[config.mk]
export PLATFORM = sky130hd
export DESIGN_NAME = lvds_align_ctrl
export DESIGN_NICKNAME = d
export VERILOG_FILES = /design/src/rtl/lvds_align_ctrl.sv
export SDC_FILE = /design/constraint.sdc
export NUM_CORES = 1
export LEC_CHECK = 0
export ABC_CLOCK_PERIOD_IN_PS = 3200
export BUFFER_PORTS_ARGS = -buffer_cell sky130_fd_sc_hd__buf_2
export CELL_PAD_IN_SITES_DETAIL_PLACEMENT = 1
export CELL_PAD_IN_SITES_GLOBAL_PLACEMENT = 1
export CORE_MARGIN = 5
export CORE_UTILIZATION = 36
export CTS_CLUSTER_DIAMETER = 80
export DETAILED_ROUTE_END_ITERATION = 16
export HOLD_SLACK_MARGIN = 0.05
export MAX_ROUTING_LAYER = met4
export PLACE_DENSITY = 0.87
export SLEW_MARGIN = 20
export SYNTH_ARGS = -nofsm -noshare
export SYNTH_HDL_FRONTEND = slang
export SYNTH_SLANG_ARGS = --single-unit
[constraint.sdc]
create_clock -name clk -period 3.2 [get_ports clk]
set_input_delay 0.64 -clock clk [delete_from_list [all_inputs] [get_ports clk]]
set_output_delay 0.64 -clock clk [all_outputs]
set_load 0.1 [all_outputs]
[src/rtl/lvds_align_ctrl.sv]
// rtl/lvds_align_ctrl.sv - per-lane LVDS word alignment via bitslip; post-lock monitor under LVDS_ALIGN_MONITOR_EN
module lvds_align_ctrl #(
    parameter int LANES       = 4,
    parameter int DATA_WIDTH  = 10,
    parameter int WAIT_CYCLES = 4,
    parameter int CONFIRM_CNT = 3
) (
    input  logic                        clk,
    input  logic                        rst_n,
    input  logic                        start,
    input  logic [DATA_WIDTH-1:0]       pattern,
    input  logic [LANES*DATA_WIDTH-1:0] data_in,
    output logic [LANES-1:0]            bitslip,
    output logic                        busy,
    output logic                        done,
    output logic [LANES-1:0]            lane_ok,
    output logic                        error,
    output logic                        lock_lost
);

    localparam int IDX_W  = (LANES > 1) ? $clog2(LANES) : 1;
    localparam int SLIP_W = $clog2(DATA_WIDTH + 1);
    localparam logic [IDX_W-1:0]  LAST_IDX  = IDX_W'(LANES - 1);
    localparam logic [SLIP_W-1:0] SLIP_MAX  = SLIP_W'(DATA_WIDTH);
    localparam logic [2:0]        MATCH_MAX = 3'(CONFIRM_CNT);
    localparam logic [3:0]        WAIT_LAST = 4'(WAIT_CYCLES - 1);

    typedef enum logic [2:0] {IDLE, COMPARE, SLIP, WAIT, NEXT, DONE} state_t;

    state_t             state, state_d;
    logic [IDX_W-1:0]   idx, idx_d;
    logic [SLIP_W-1:0]  slip_cnt, slip_d;
    logic [2:0]         match_cnt, match_d;
    logic [3:0]         wait_cnt, wait_d;
    logic [LANES-1:0]   lane_ok_d;
    logic               error_d, lock_lost_d;
    logic               lane_match;

    assign lane_match = (data_in[idx*DATA_WIDTH +: DATA_WIDTH] == pattern);

    always_ff @(posedge clk or negedge rst_n) begin
        if (!rst_n) begin
            state     <= IDLE;
            idx       <= '0;
            slip_cnt  <= '0;
            match_cnt <= '0;
            wait_cnt  <= '0;
            lane_ok   <= '0;
            error     <= 1'b0;
            lock_lost <= 1'b0;
        end else begin
            state     <= state_d;
            idx       <= idx_d;
            slip_cnt  <= slip_d;
            match_cnt <= match_d;
            wait_cnt  <= wait_d;
            lane_ok   <= lane_ok_d;
            error     <= error_d;
            lock_lost <= lock_lost_d;
        end
    end

    always_comb begin
        state_d     = state;
        idx_d       = idx;
        slip_d      = slip_cnt;
        match_d     = match_cnt;
        wait_d      = wait_cnt;
        lane_ok_d   = lane_ok;
        error_d     = error;
        lock_lost_d = lock_lost;
        bitslip     = '0;
        busy        = 1'b0;
        done        = 1'b0;

        case (state)
            IDLE, DONE: begin
                done = (state == DONE);
                if (start) begin
                    state_d     = COMPARE;
                    idx_d       = '0;
                    slip_d      = '0;
                    match_d     = '0;
                    wait_d      = '0;
                    lane_ok_d   = '0;
                    error_d     = 1'b0;
                    lock_lost_d = 1'b0;
                end
`ifdef LVDS_ALIGN_MONITOR_EN
                else if (state == DONE) begin
                    // Any locked lane that drifts off pattern loses its lock flag.
                    for (int i = 0; i < LANES; i++) begin
                        if (lane_ok[i] && (data_in[i*DATA_WIDTH +: DATA_WIDTH] != pattern)) begin
                            lane_ok_d[i] = 1'b0;
                            lock_lost_d  = 1'b1;
                        end
                    end
                end
`endif
            end
            COMPARE: begin
                busy = 1'b1;
                if (lane_match) begin
                    match_d = match_cnt + 3'd1;
                    if (match_cnt + 3'd1 == MATCH_MAX) begin
                        lane_ok_d[idx] = 1'b1;
                        state_d        = NEXT;
                    end
                end else begin
                    match_d = '0;
                    if (slip_cnt == SLIP_MAX) begin
                        error_d = 1'b1;
                        state_d = NEXT;
                    end else begin
                        state_d = SLIP;
                    end
                end
            end
            SLIP: begin
                busy         = 1'b1;
                bitslip[idx] = 1'b1;
                slip_d       = slip_cnt + 1'b1;
                wait_d       = '0;
                state_d      = WAIT;
            end
            WAIT: begin
                busy = 1'b1;
                if (wait_cnt == WAIT_LAST) state_d = COMPARE;
                else                       wait_d  = wait_cnt + 4'd1;
            end
            NEXT: begin
                busy    = 1'b1;
                slip_d  = '0;
                match_d = '0;
                if (idx == LAST_IDX) begin
                    state_d = DONE;
                end else begin
                    idx_d   = idx + 1'b1;
                    state_d = COMPARE;
                end
            end
            default: state_d = IDLE;
        endcase
    end

endmodule

==> out/qor.yml <==
synth_compound_area_share_pct: 9.77
antenna_cells: 0
syn_area_um2: 1600
dieArea_um2: 5880
min_path_type: "in2async"
max_stage_delay_ns: 0.55
syn_nets: 225
clkLatencyLatePin_ns: 0.27
clkSinkCount: 21
internal-power_uw: 621
maxCapViolations: 0
start_util_pct: 37.0
synth_cells: 163
fmax_mhz: 364
fillCellCount: 532
io_pins: 65
drtIter0Drc: 55
rsz0062_at_grt: "no"
seq_area_um2: 526
tightest_slew_ns: 0.603
postCtsSetupBuffers: 0
setup_slack_ns: 0.453
yosysSeqAreaShare_pct: 32.8
drv_slew: 0
yosys.area_share.simple_pct: 20.7
muxShareOfSynthArea_pct: 16.5
route.detailed.drc: 0
period_share_pct: 85.8
setup_viol: 0
grt-ovfl-total: 0
numPortBuffers: 63
nets: 287
drive_gt1_share_pct: 34.8
drt-total-wl_um: 4480
cts_buffers: 3
post-place-ws_ns: 0.632
irDropWorstVdd_v: 0.000407
fin_crit_ns: 2.75
grt_pass1_vias: 1568
synth_top_area_share_pct: 32.8
combPwrFrac_pct: 49.7
synthXorXnorAreaFrac_pct: 8.75
finalHoldViolCount: 0
ys.flop_type: "dfrtp_1"
cts_tree: "yes"
leakagePower_nw: 0.959
viasPerCell: 5.27
async_reset_ff_share_pct: 100
die_x_um: 76.7
cts_hold_buf: 0
die_h_um: 76.7
clock-root-buffer: "clkbuf_8"
crit_path_cell_trace: "inv_1 -> nor3_1 -> and2_1 -> buf_2"
dp_hpwl_um: 3670
firstDrtPassIters: 4
antenna_found_initial: 0
finalWeightedCongestion: 0.829
multi_input_area_um2: 1010
path_max_fanout: 8
synth_area_per_cell_um2: 9.83
post-synth-top-count-cell: "dfrtp_1"
rrSetupSlack_ns: 0.62
cp.arrival_ns: 2.11
start_kind: "flop"
cellPowerDensity_nw_per_um2: 589
swShare_pct: 47.3
synth_edf_count: 0
grt_use_total_pct: 16.7
dr_total_vias: 1454
path_class: "reg2out"
grt_pass1_wl_um: 7760
area_growth_pct: 24.8
synthDistinctLibCells: 39
cts_resized: 0
pwr-share-seq_pct: 34.8
power_switching_uw: 556
critPathRequiredTime_ns: 2.56
clkTransAtPathRegs_ns: 0.08
rows: 24
cp_slowest_cell: "nor3_1"
pwr-share-clk_pct: 15.5
clockBufferDepth: 2
ant_nets: 0
synth-seq-cells: 21
fin_tns_setup_ns: 0
h-tree-depth: 1
yosysWarnings: 0
grt_max_degree: 22
max_slew_margin_pct: 59.2
synth_top_family_by_area: "simple AND/OR/NAND/NOR gates"
critPathTopFamily: "simple AND/OR/NAND/NOR gates"
path_buf_inv: 2
wl_per_cell_um: 16.2
crit_path_end_kind: "output port"
outcome: "complete, no violations"
synth-adder-area-share_pct: 7.03
synth_common_cells: "dfrtp_1 (21), nand2_1 (19), xor2_1 (12)"
synth_top_area_cell: "dfrtp_1"
skew_ns: 0.00509
core-area_um2: 4320
synthTopCellsByArea: "dfrtp_1 (33%), mux4_1 (8.2%), ha_1 (7.0%)"
worst register-to-register path, delay by kind of cell, from the launching register on:
kind,cells,cell delay [ns]
multiplexers,1,0.52
flip-flops,1,0.54
AO/OA/AOI/OAI,1,0.33
AND/OR/NAND/NOR,2,0.67
buffers and inverters,1,0.24
XOR/XNOR,1,0.16
cell type report:
| class | instances | share of cell area, % |
|---|---|---|
| inverter | 8 | 1.50 |
| clock buffer | 3 | 2.07 |
| clock inverter | 1 | 0.250 |
| timing repair buffer | 64 | 16.2 |
| tap | 52 | 3.26 |
| sequential | 21 | 26.3 |
| multi-input combinational | 127 | 50.5 |
state kept, by name, indices dropped and copies added (netlist names):
register   count
error          1
slip_cnt       4
lane_ok        4
wait_cnt       4
idx            2
state          3
match_cnt      3
path summary, 6_finish.rpt:
check | startpoint | end | cells past startpoint
min reg2reg | lane_ok[0] | lane_ok[0] | 2
max reg2reg | idx[0] | state[1] | 6
min in group clk | lane_ok[0] | lane_ok[0] | 2
max | state[1] | bitslip[3] | 4
min | rst_n | error | 1
max in group asynchronous | rst_n | idx[1] | 1
cells by family (layout without fill, tap and decap cells):
| group | after synthesis | count (layout) |
|---|---|---|
| and+or+nand+nor | 63 | 63 |
| DFF | 21 | 21 |
| other | 1 | 1 |
| muxes | 12 | 12 |
| adders and majority gates | 9 | 9 |
| AOI/OAI and AO/OA | 26 | 26 |
| buffers and inverters | 15 | 76 |
| xor gates and xnor gates | 16 | 16 |
cells in the final DEF, fill, tap and decap left out, types with 2 or more instances in the layout:
| cell type | synthesis | layout |
|---|---|---|
| buf_2 | 0 | 63 |
| dfrtp_1 | 21 | 21 |
| nand2_1 | 19 | 19 |
| xor2_1 | 12 | 12 |
| o21ai_0 | 10 | 10 |
| nor2_1 | 9 | 9 |
| nand3_1 | 9 | 9 |
| ha_1 | 9 | 9 |
| inv_1 | 8 | 8 |
| mux4_1 | 5 | 5 |
| mux4_2 | 5 | 5 |
| and2_1 | 4 | 4 |
| xnor2_1 | 4 | 4 |
| a21oi_1 | 4 | 4 |
| o21ai_1 | 4 | 4 |
| nor3_1 | 3 | 3 |
| nand2b_1 | 3 | 3 |
| clkbuf_8 | 0 | 3 |
| nand3b_1 | 2 | 2 |
| nor2b_1 | 2 | 2 |
| nor4_2 | 2 | 2 |
| o2111ai_1 | 2 | 2 |
| nand4_1 | 2 | 2 |
| mux2i_1 | 2 | 2 |
| or2_2 | 2 | 2 |
power by group through the flow:
stage | Sequential [mW] | Clock (mW) | Combinational [mW]
global route | 0.424 | 0.205 | 0.646
detailed placement | 0.414 | 0 | 0.589
finish | 0.410 | 0.182 | 0.585
global placement | 0.409 | 0 | 0.567
CTS | 0.409 | 0.190 | 0.592
floorplan | 0.409 | 0 | 0.448
stage by stage:
| stage | total power [mW] | hold WS (ns) | util (%) | area (um^2) | cells |
|---|---|---|---|---|---|
| after floorplan | 0.857 | 0.344 | - | 1600 | 163 |
| after detailed placement | 1.00 | 0.482 | 45.1 | 1950 | 272 |
| final | 1.18 | 0.328 | 46.2 | 2000 | 276 |
| after global placement | 0.976 | 0.469 | 45.1 | 1950 | 272 |
| after global routing | 1.28 | 0.349 | 46.2 | 2000 | 276 |
| after CTS | 1.19 | 0.338 | 46.2 | 2000 | 276 |
layer usage:
layer	part of all wire, %	vias to the layer above	track usage (%)
met5	0	-	-
met4	1.4	0	5.77
met3	4.2	4	2.22
met2	51	37	27.5
met1	44	709	20.9
li1	-	704	-
No activity file was read; power rests on OpenSTA's default activity.
